==> config.mk <==
export PLATFORM = sky130hd
export DESIGN_NAME = chunked_compare_ctrl
export DESIGN_NICKNAME = d
export VERILOG_FILES = /design/src/rtl/chunked_compare_ctrl.sv
export SDC_FILE = /design/constraint.sdc
export NUM_CORES = 1
export LEC_CHECK = 0
export ABC_AREA = 1
export BUFFER_PORTS_ARGS = -buffer_cell sky130_fd_sc_hd__buf_2
export CORE_MARGIN = 2
export CORE_UTILIZATION = 55
export DETAILED_ROUTE_END_ITERATION = 10
export PLACE_DENSITY = 0.8
export SYNTH_ARGS = -nofsm -noshare
export SYNTH_HDL_FRONTEND = slang
export SYNTH_SLANG_ARGS = --single-unit
==> constraint.sdc <==
create_clock -name clk -period 2.2 [get_ports clk]
set_input_delay 0.11 -clock clk [delete_from_list [all_inputs] [get_ports clk]]
set_output_delay 0.11 -clock clk [all_outputs]
set_load 0.1 [all_outputs]
==> src/rtl/chunked_compare_ctrl.sv <==
// chunked_compare_ctrl: compares two W*K-bit unsigned operands using one
// W-bit comparator. Each RUN cycle compares one chunk, starting at the MSB chunk.
// Input and result sides both use valid/ready handshakes.
// Optional macro CHUNK_CMP_EARLY_EXIT_EN: stop RUN at the first unequal chunk.
// Without it, RUN always takes K cycles (constant latency).

// Single W-bit comparator slice, time-shared across chunks.
module chunk_cmp #(
    parameter int unsigned W = 8
) (
    input  logic [W-1:0] a_i,
    input  logic [W-1:0] b_i,
    output logic         eq_o,
    output logic         lt_o
);
    assign eq_o = (a_i == b_i);
    assign lt_o = (a_i <  b_i);
endmodule

module chunked_compare_ctrl #(
    parameter int unsigned W = 8,
    parameter int unsigned K = 4
) (
    input  logic                     clk,
    input  logic                     rst_n,
    input  logic                     in_valid,
    output logic                     in_ready,
    input  logic [W*K-1:0]           a,
    input  logic [W*K-1:0]           b,
    output logic                     out_valid,
    input  logic                     out_ready,
    output logic                     eq,
    output logic                     lt,
    output logic [$clog2(K+1)-1:0]   ncmp,
    output logic                     busy
);
    localparam int unsigned IW = (K > 1) ? $clog2(K) : 1;
    localparam int unsigned CW = $clog2(K + 1);

`ifdef CHUNK_CMP_EARLY_EXIT_EN
    localparam bit EARLY = 1'b1;
`else
    localparam bit EARLY = 1'b0;
`endif

    typedef enum logic [1:0] {
        IDLE = 2'd0,
        RUN  = 2'd1,
        DONE = 2'd2
    } state_t;

    state_t               state_q;
    logic [K-1:0][W-1:0]  a_q, b_q;
    logic [IW-1:0]        idx_q;
    logic                 decided_q, ltr_q;
    logic [CW-1:0]        cnt_q;
    logic                 eq_q, lt_q;
    logic [CW-1:0]        ncmp_q;

    logic                 c_eq, c_lt;
    logic [CW-1:0]        cnt_d;
    logic                 decided_d, ltr_d, exit_d;

    chunk_cmp #(.W(W)) u_cmp (
        .a_i  (a_q[idx_q]),
        .b_i  (b_q[idx_q]),
        .eq_o (c_eq),
        .lt_o (c_lt)
    );

    // Per-chunk update: the first unequal chunk decides the result, and later chunks cannot change it.
    always_comb begin
        cnt_d     = cnt_q + 1'b1;
        decided_d = decided_q | ~c_eq;
        ltr_d     = decided_q ? ltr_q : c_lt;
        exit_d    = (idx_q == '0) || (EARLY && !c_eq);
    end

    // Sequencer FSM. The result fields are registered on RUN exit and held through DONE.
    always_ff @(posedge clk or negedge rst_n) begin
        if (!rst_n) begin
            state_q   <= IDLE;
            a_q       <= '0;
            b_q       <= '0;
            idx_q     <= '0;
            decided_q <= 1'b0;
            ltr_q     <= 1'b0;
            cnt_q     <= '0;
            eq_q      <= 1'b0;
            lt_q      <= 1'b0;
            ncmp_q    <= '0;
        end else begin
            case (state_q)
                IDLE: begin
                    if (in_valid) begin
                        a_q       <= a;
                        b_q       <= b;
                        idx_q     <= IW'(K - 1);
                        decided_q <= 1'b0;
                        ltr_q     <= 1'b0;
                        cnt_q     <= '0;
                        state_q   <= RUN;
                    end
                end
                RUN: begin
                    cnt_q     <= cnt_d;
                    decided_q <= decided_d;
                    ltr_q     <= ltr_d;
                    if (exit_d) begin
                        eq_q    <= ~decided_d;
                        lt_q    <= ltr_d;
                        ncmp_q  <= cnt_d;
                        state_q <= DONE;
                    end else begin
                        idx_q   <= idx_q - 1'b1;
                    end
                end
                DONE: begin
                    if (out_ready) state_q <= IDLE;
                end
                default: state_q <= IDLE;
            endcase
        end
    end

    assign in_ready  = (state_q == IDLE);
    assign busy      = (state_q == RUN);
    assign out_valid = (state_q == DONE);
    assign eq        = eq_q;
    assign lt        = lt_q;
    assign ncmp      = ncmp_q;
endmodule
==> summary.txt <==
Status
  • Status: finished, final reports clean

Worst setup path
  • CP max stage delay: 0.42 ns
  • Type of origin of the critical path: register
  • CP Launch Point: idx_q[0]$_DFFE_PN0P_
  • Setup slack, reg-to-reg: 0.23 ns
  • Worst Path Required: 2.46 ns
  • Sequence of cells on the critical path: inv_2 > buf_4 > nand2_1 > a32o_1 > ha_1 > nand2_1 > nor2_1 > nand3_1 > a22o_1
  • Delay-heaviest family, CP: simple AND/OR/NAND/NOR gates
  • Endpoint class of the critical path: register
  • Worst Path Max Fanout: 18
  • Worst r2r dst: decided_q$_DFFE_PN0P_
  • Crit path kind: reg -> reg
  • Worst-case reg-to-reg path depth: 9
  • Buf+Inv Stages, Crit Path: 2
  • Endpoint of the worst setup timing path: decided_q$_DFFE_PN0P_
  • Most numerous cell on the critical path: nand2_1
  • Reg2Reg Launch Point: idx_q[0]$_DFFE_PN0P_
  • Critical path depth in cells: 9
  • WP data arrival: 2.24 ns
  • Slowest cell on the critical path: dfrtp_1

Place
  • Worst slack, placed: 0.249 ns
  • Gp weighted congestion: 0.857
  • Final HPWL DP: around 6000 um
  • IO Port Bufs: 75

Power
  • Power Dens Cells: ~1500 nW/um^2
  • Clock share of power: 18.8%
  • Int Power: approximately 0.0043 W
  • Sequential Power Share: between 30% and 40%
  • Combinational power share: 46.3%
  • Lkg Pwr: 2.67 nW
  • Worst vdd ir: 0.000668 V
  • NetSw: 0.00336 W
  • Net Sw Frac: 43.7%

Route
  • # DRC: 0
  • Pre-antenna DRT Iters: 5
  • Via-to-Cell Ratio: around 5.0
  • Antenna Violating Nets Remaining: 0
  • Routed len/inst: 14.0 um
  • DR iter-0 viols: between 200 and 250
  • DRT Wirelength: approximately 9700 um
  • Via count: 3,477

CTS
  • CTS clk-pin slew, worst paths: 0.08 ns
  • Htree depth: 3
  • Clock tree buffer depth: 2
  • TritonCTS Sinks: 78
  • CTS tree: built
  • TritonCTS buffer count: 9
  • Clk_lat worst skew: 0.37 ns
  • CTS Root Cell: clkbuf_8

Logic synthesis
  • Warnings, synthesis: 0
  • Syn Inst Count: 453
  • Seq/Total Area, Yosys: around half
  • Synth top area share: about half
  • Number of enable flip-flop cells after synthesis: 0
  • Top post-synthesis cells by area: dfrtp_1 (50%), nand2_1 (18%), nand2_2 (9.8%)
  • Yosys cell types: 23
  • Netlist Area Pre-Place: 3900 sq um
  • Main flop type after synthesis: dfrtp_1
  • Register bit total from synthesis: 78
  • Commonest cells post-synth: nand2_1 (183), dfrtp_1 (78), nand2_2 (61)
  • Async S/R FF share, synth: 100%
  • Synth area leader: dfrtp_1
  • Most used standard cell by instance count after synthesis: nand2_1
  • Syn_nets: 531
  • Avg Inst Size Synth: 8.61 sq um

Timing
  • Clock Skew: 0.00690 ns
  • Setup total negative slack: 0 ns
  • Final hold vios: 0
  • Fin worst setup slack: 0.226 ns
  • Slew headroom: 62.9%
  • Max-slew violation count: 0
  • Measured slew at the worst slew-check pin: 0.557 ns
  • RSZ-0062 raised after global routing: no
  • Crit share post-route: 89.7%
  • Max frequency: 0.507 GHz
  • Final Critical Period: 1.97 ns
  • Final number of setup-violating endpoints: 0

Global routing
  • GRT overflow: 0
  • Gr usage total: ~27%
  • Antenna violations before repair: 0
  • Number of global-route vias before repair: 3,368
  • First-pass GRT wire length: 15,800 um
  • Largest net degree at the start of global routing: between 60 and 70

Floorplanning
  • Initial core utilization: around 57%
  • Die Span Y: 88.2 um
  • FP Rows: 30
  • Core area: 6830 sq um
  • Die W: 88.2 um
  • IO Count: 76
  • Die ar.: 7780 sq um

Final layout
  • Layout cells sized above 1: 28.5%
  • Antenna fix cells: 0
  • Nets@finish: about 670
  • Number of fillers in the final layout: around 460
  • Area added between synthesis and finish: 33.0%

Job
  • Max-Cap Viols: 0

Worst hold path
  • Worst min-delay path class: in -> async
## sequential cells by signal, summed over array words and instances (netlist names)
signal and count:
a_q 32, b_q 32, cnt_q 3, ncmp 3, idx_q 2, state_q 2, decided_q 1, eq 1
lt 1, ltr_q 1
## worst register-to-register path, cell delays in order, from the launching register on
cell	delay, ns
dfrtp_1	0.42
inv_2	0.07
buf_4	0.20
nand2_1	0.08
a32o_1	0.22
ha_1	0.31
nand2_1	0.08
nor2_1	0.15
nand3_1	0.12
a22o_1	0.21
## layer usage
metal  up-vias  global-route usage, %  routed length, um
li1       1706                      -                  -
met1      1619                   34.2               4120
met2       132                   44.4               4790
met3        20                   7.92                602
met4         0                   9.09                163
met5         -                      0                  0
## placed cells by master, fill, tap and decap left out, types with 10 or more instances in the layout
| master | Yosys | layout |
|---|---|---|
| nand2_2 | 61 | 61 |
| ha_1 | 10 | 10 |
| nor2_1 | 25 | 25 |
| a21oi_1 | 12 | 12 |
| o21ai_0 | 19 | 19 |
| dlygate4sd3_1 | 0 | 66 |
| buf_2 | 16 | 74 |
| clkbuf_8 | 0 | 10 |
| nand2_1 | 183 | 183 |
| dfrtp_1 | 78 | 78 |
## kinds of logic (layout without fill, tap and decap cells)
group | count (synthesis) | in the layout | share of synthesized area (%)
flops | 78 | 78 | 50.0
xor+xnor | 1 | 1 | 0.225
fa+ha+maj | 10 | 10 | 3.21
buf+inv | 36 | 179 | 6.96
compound gates | 52 | 52 | 8.31
simple gates | 276 | 276 | 31.2
## worst min-delay path by stage
stage / cells past startpoint / end / slack [ns]
final: 2 / ncmp[0]$_DFFE_PN0P_ / 0.24
after global placement: 1 / ncmp[1]$_DFFE_PN0P_ / 0.09
after CTS: 2 / ncmp[1]$_DFFE_PN0P_ / 0.24
after floorplan: 0 / a_q[0]$_DFFE_PN0P_ / -0.19
after detailed placement: 1 / ncmp[0]$_DFFE_PN0P_ / 0.09
after global routing: 2 / ncmp[2]$_DFFE_PN0P_ / 0.28
## timing repair
action                                 4_1_cts  5_1_grt
endpoints found under the hold margin       99        0
buffers inserted                             0        0
resized for setup                            0        0
hold buffers                                66        0
## per-stage QoR
| stage | area (sq um) | power, W | util (%) | cells | hold slack [ns] |
|---|---|---|---|---|---|
| after floorplan | 3900 | 0.00546 | - | 453 | -0.186 |
| after global placement | 4260 | 0.00598 | 62.3 | 610 | 0.0901 |
| after detailed placement | 4260 | 0.00611 | 62.3 | 610 | 0.0943 |
| after CTS | 5190 | 0.00768 | 76.0 | 692 | 0.243 |
| after global routing | 5190 | 0.00826 | 76.0 | 692 | 0.277 |
| final | 5190 | 0.00769 | 76.0 | 692 | 0.245 |
## cell type report
class | count | area [sq um] | area share (%)
Multi-Input combinational cell | 339 | 1680 | 32.3
Timing Repair Buffer | 150 | 1120 | 21.6
Inverter | 13 | 51.3 | 0.989
Clock buffer | 10 | 138 | 2.65
Clock inverter | 6 | 133 | 2.56
Sequential cell | 78 | 1950 | 37.6
Tap cell | 96 | 120 | 2.31
## power by group through the flow
stage          clock network (W)  logic (W)  registers [W]
2_1_floorplan                  0    0.00274        0.00272
3_3_place_gp                   0    0.00331        0.00267
3_5_place_dp                   0    0.00344        0.00267
4_1_cts                  0.00145    0.00355        0.00267
5_1_grt                  0.00152    0.00398        0.00276
6_report                 0.00144    0.00356        0.00268
Note: power is estimated with default switching activity, not from simulation.
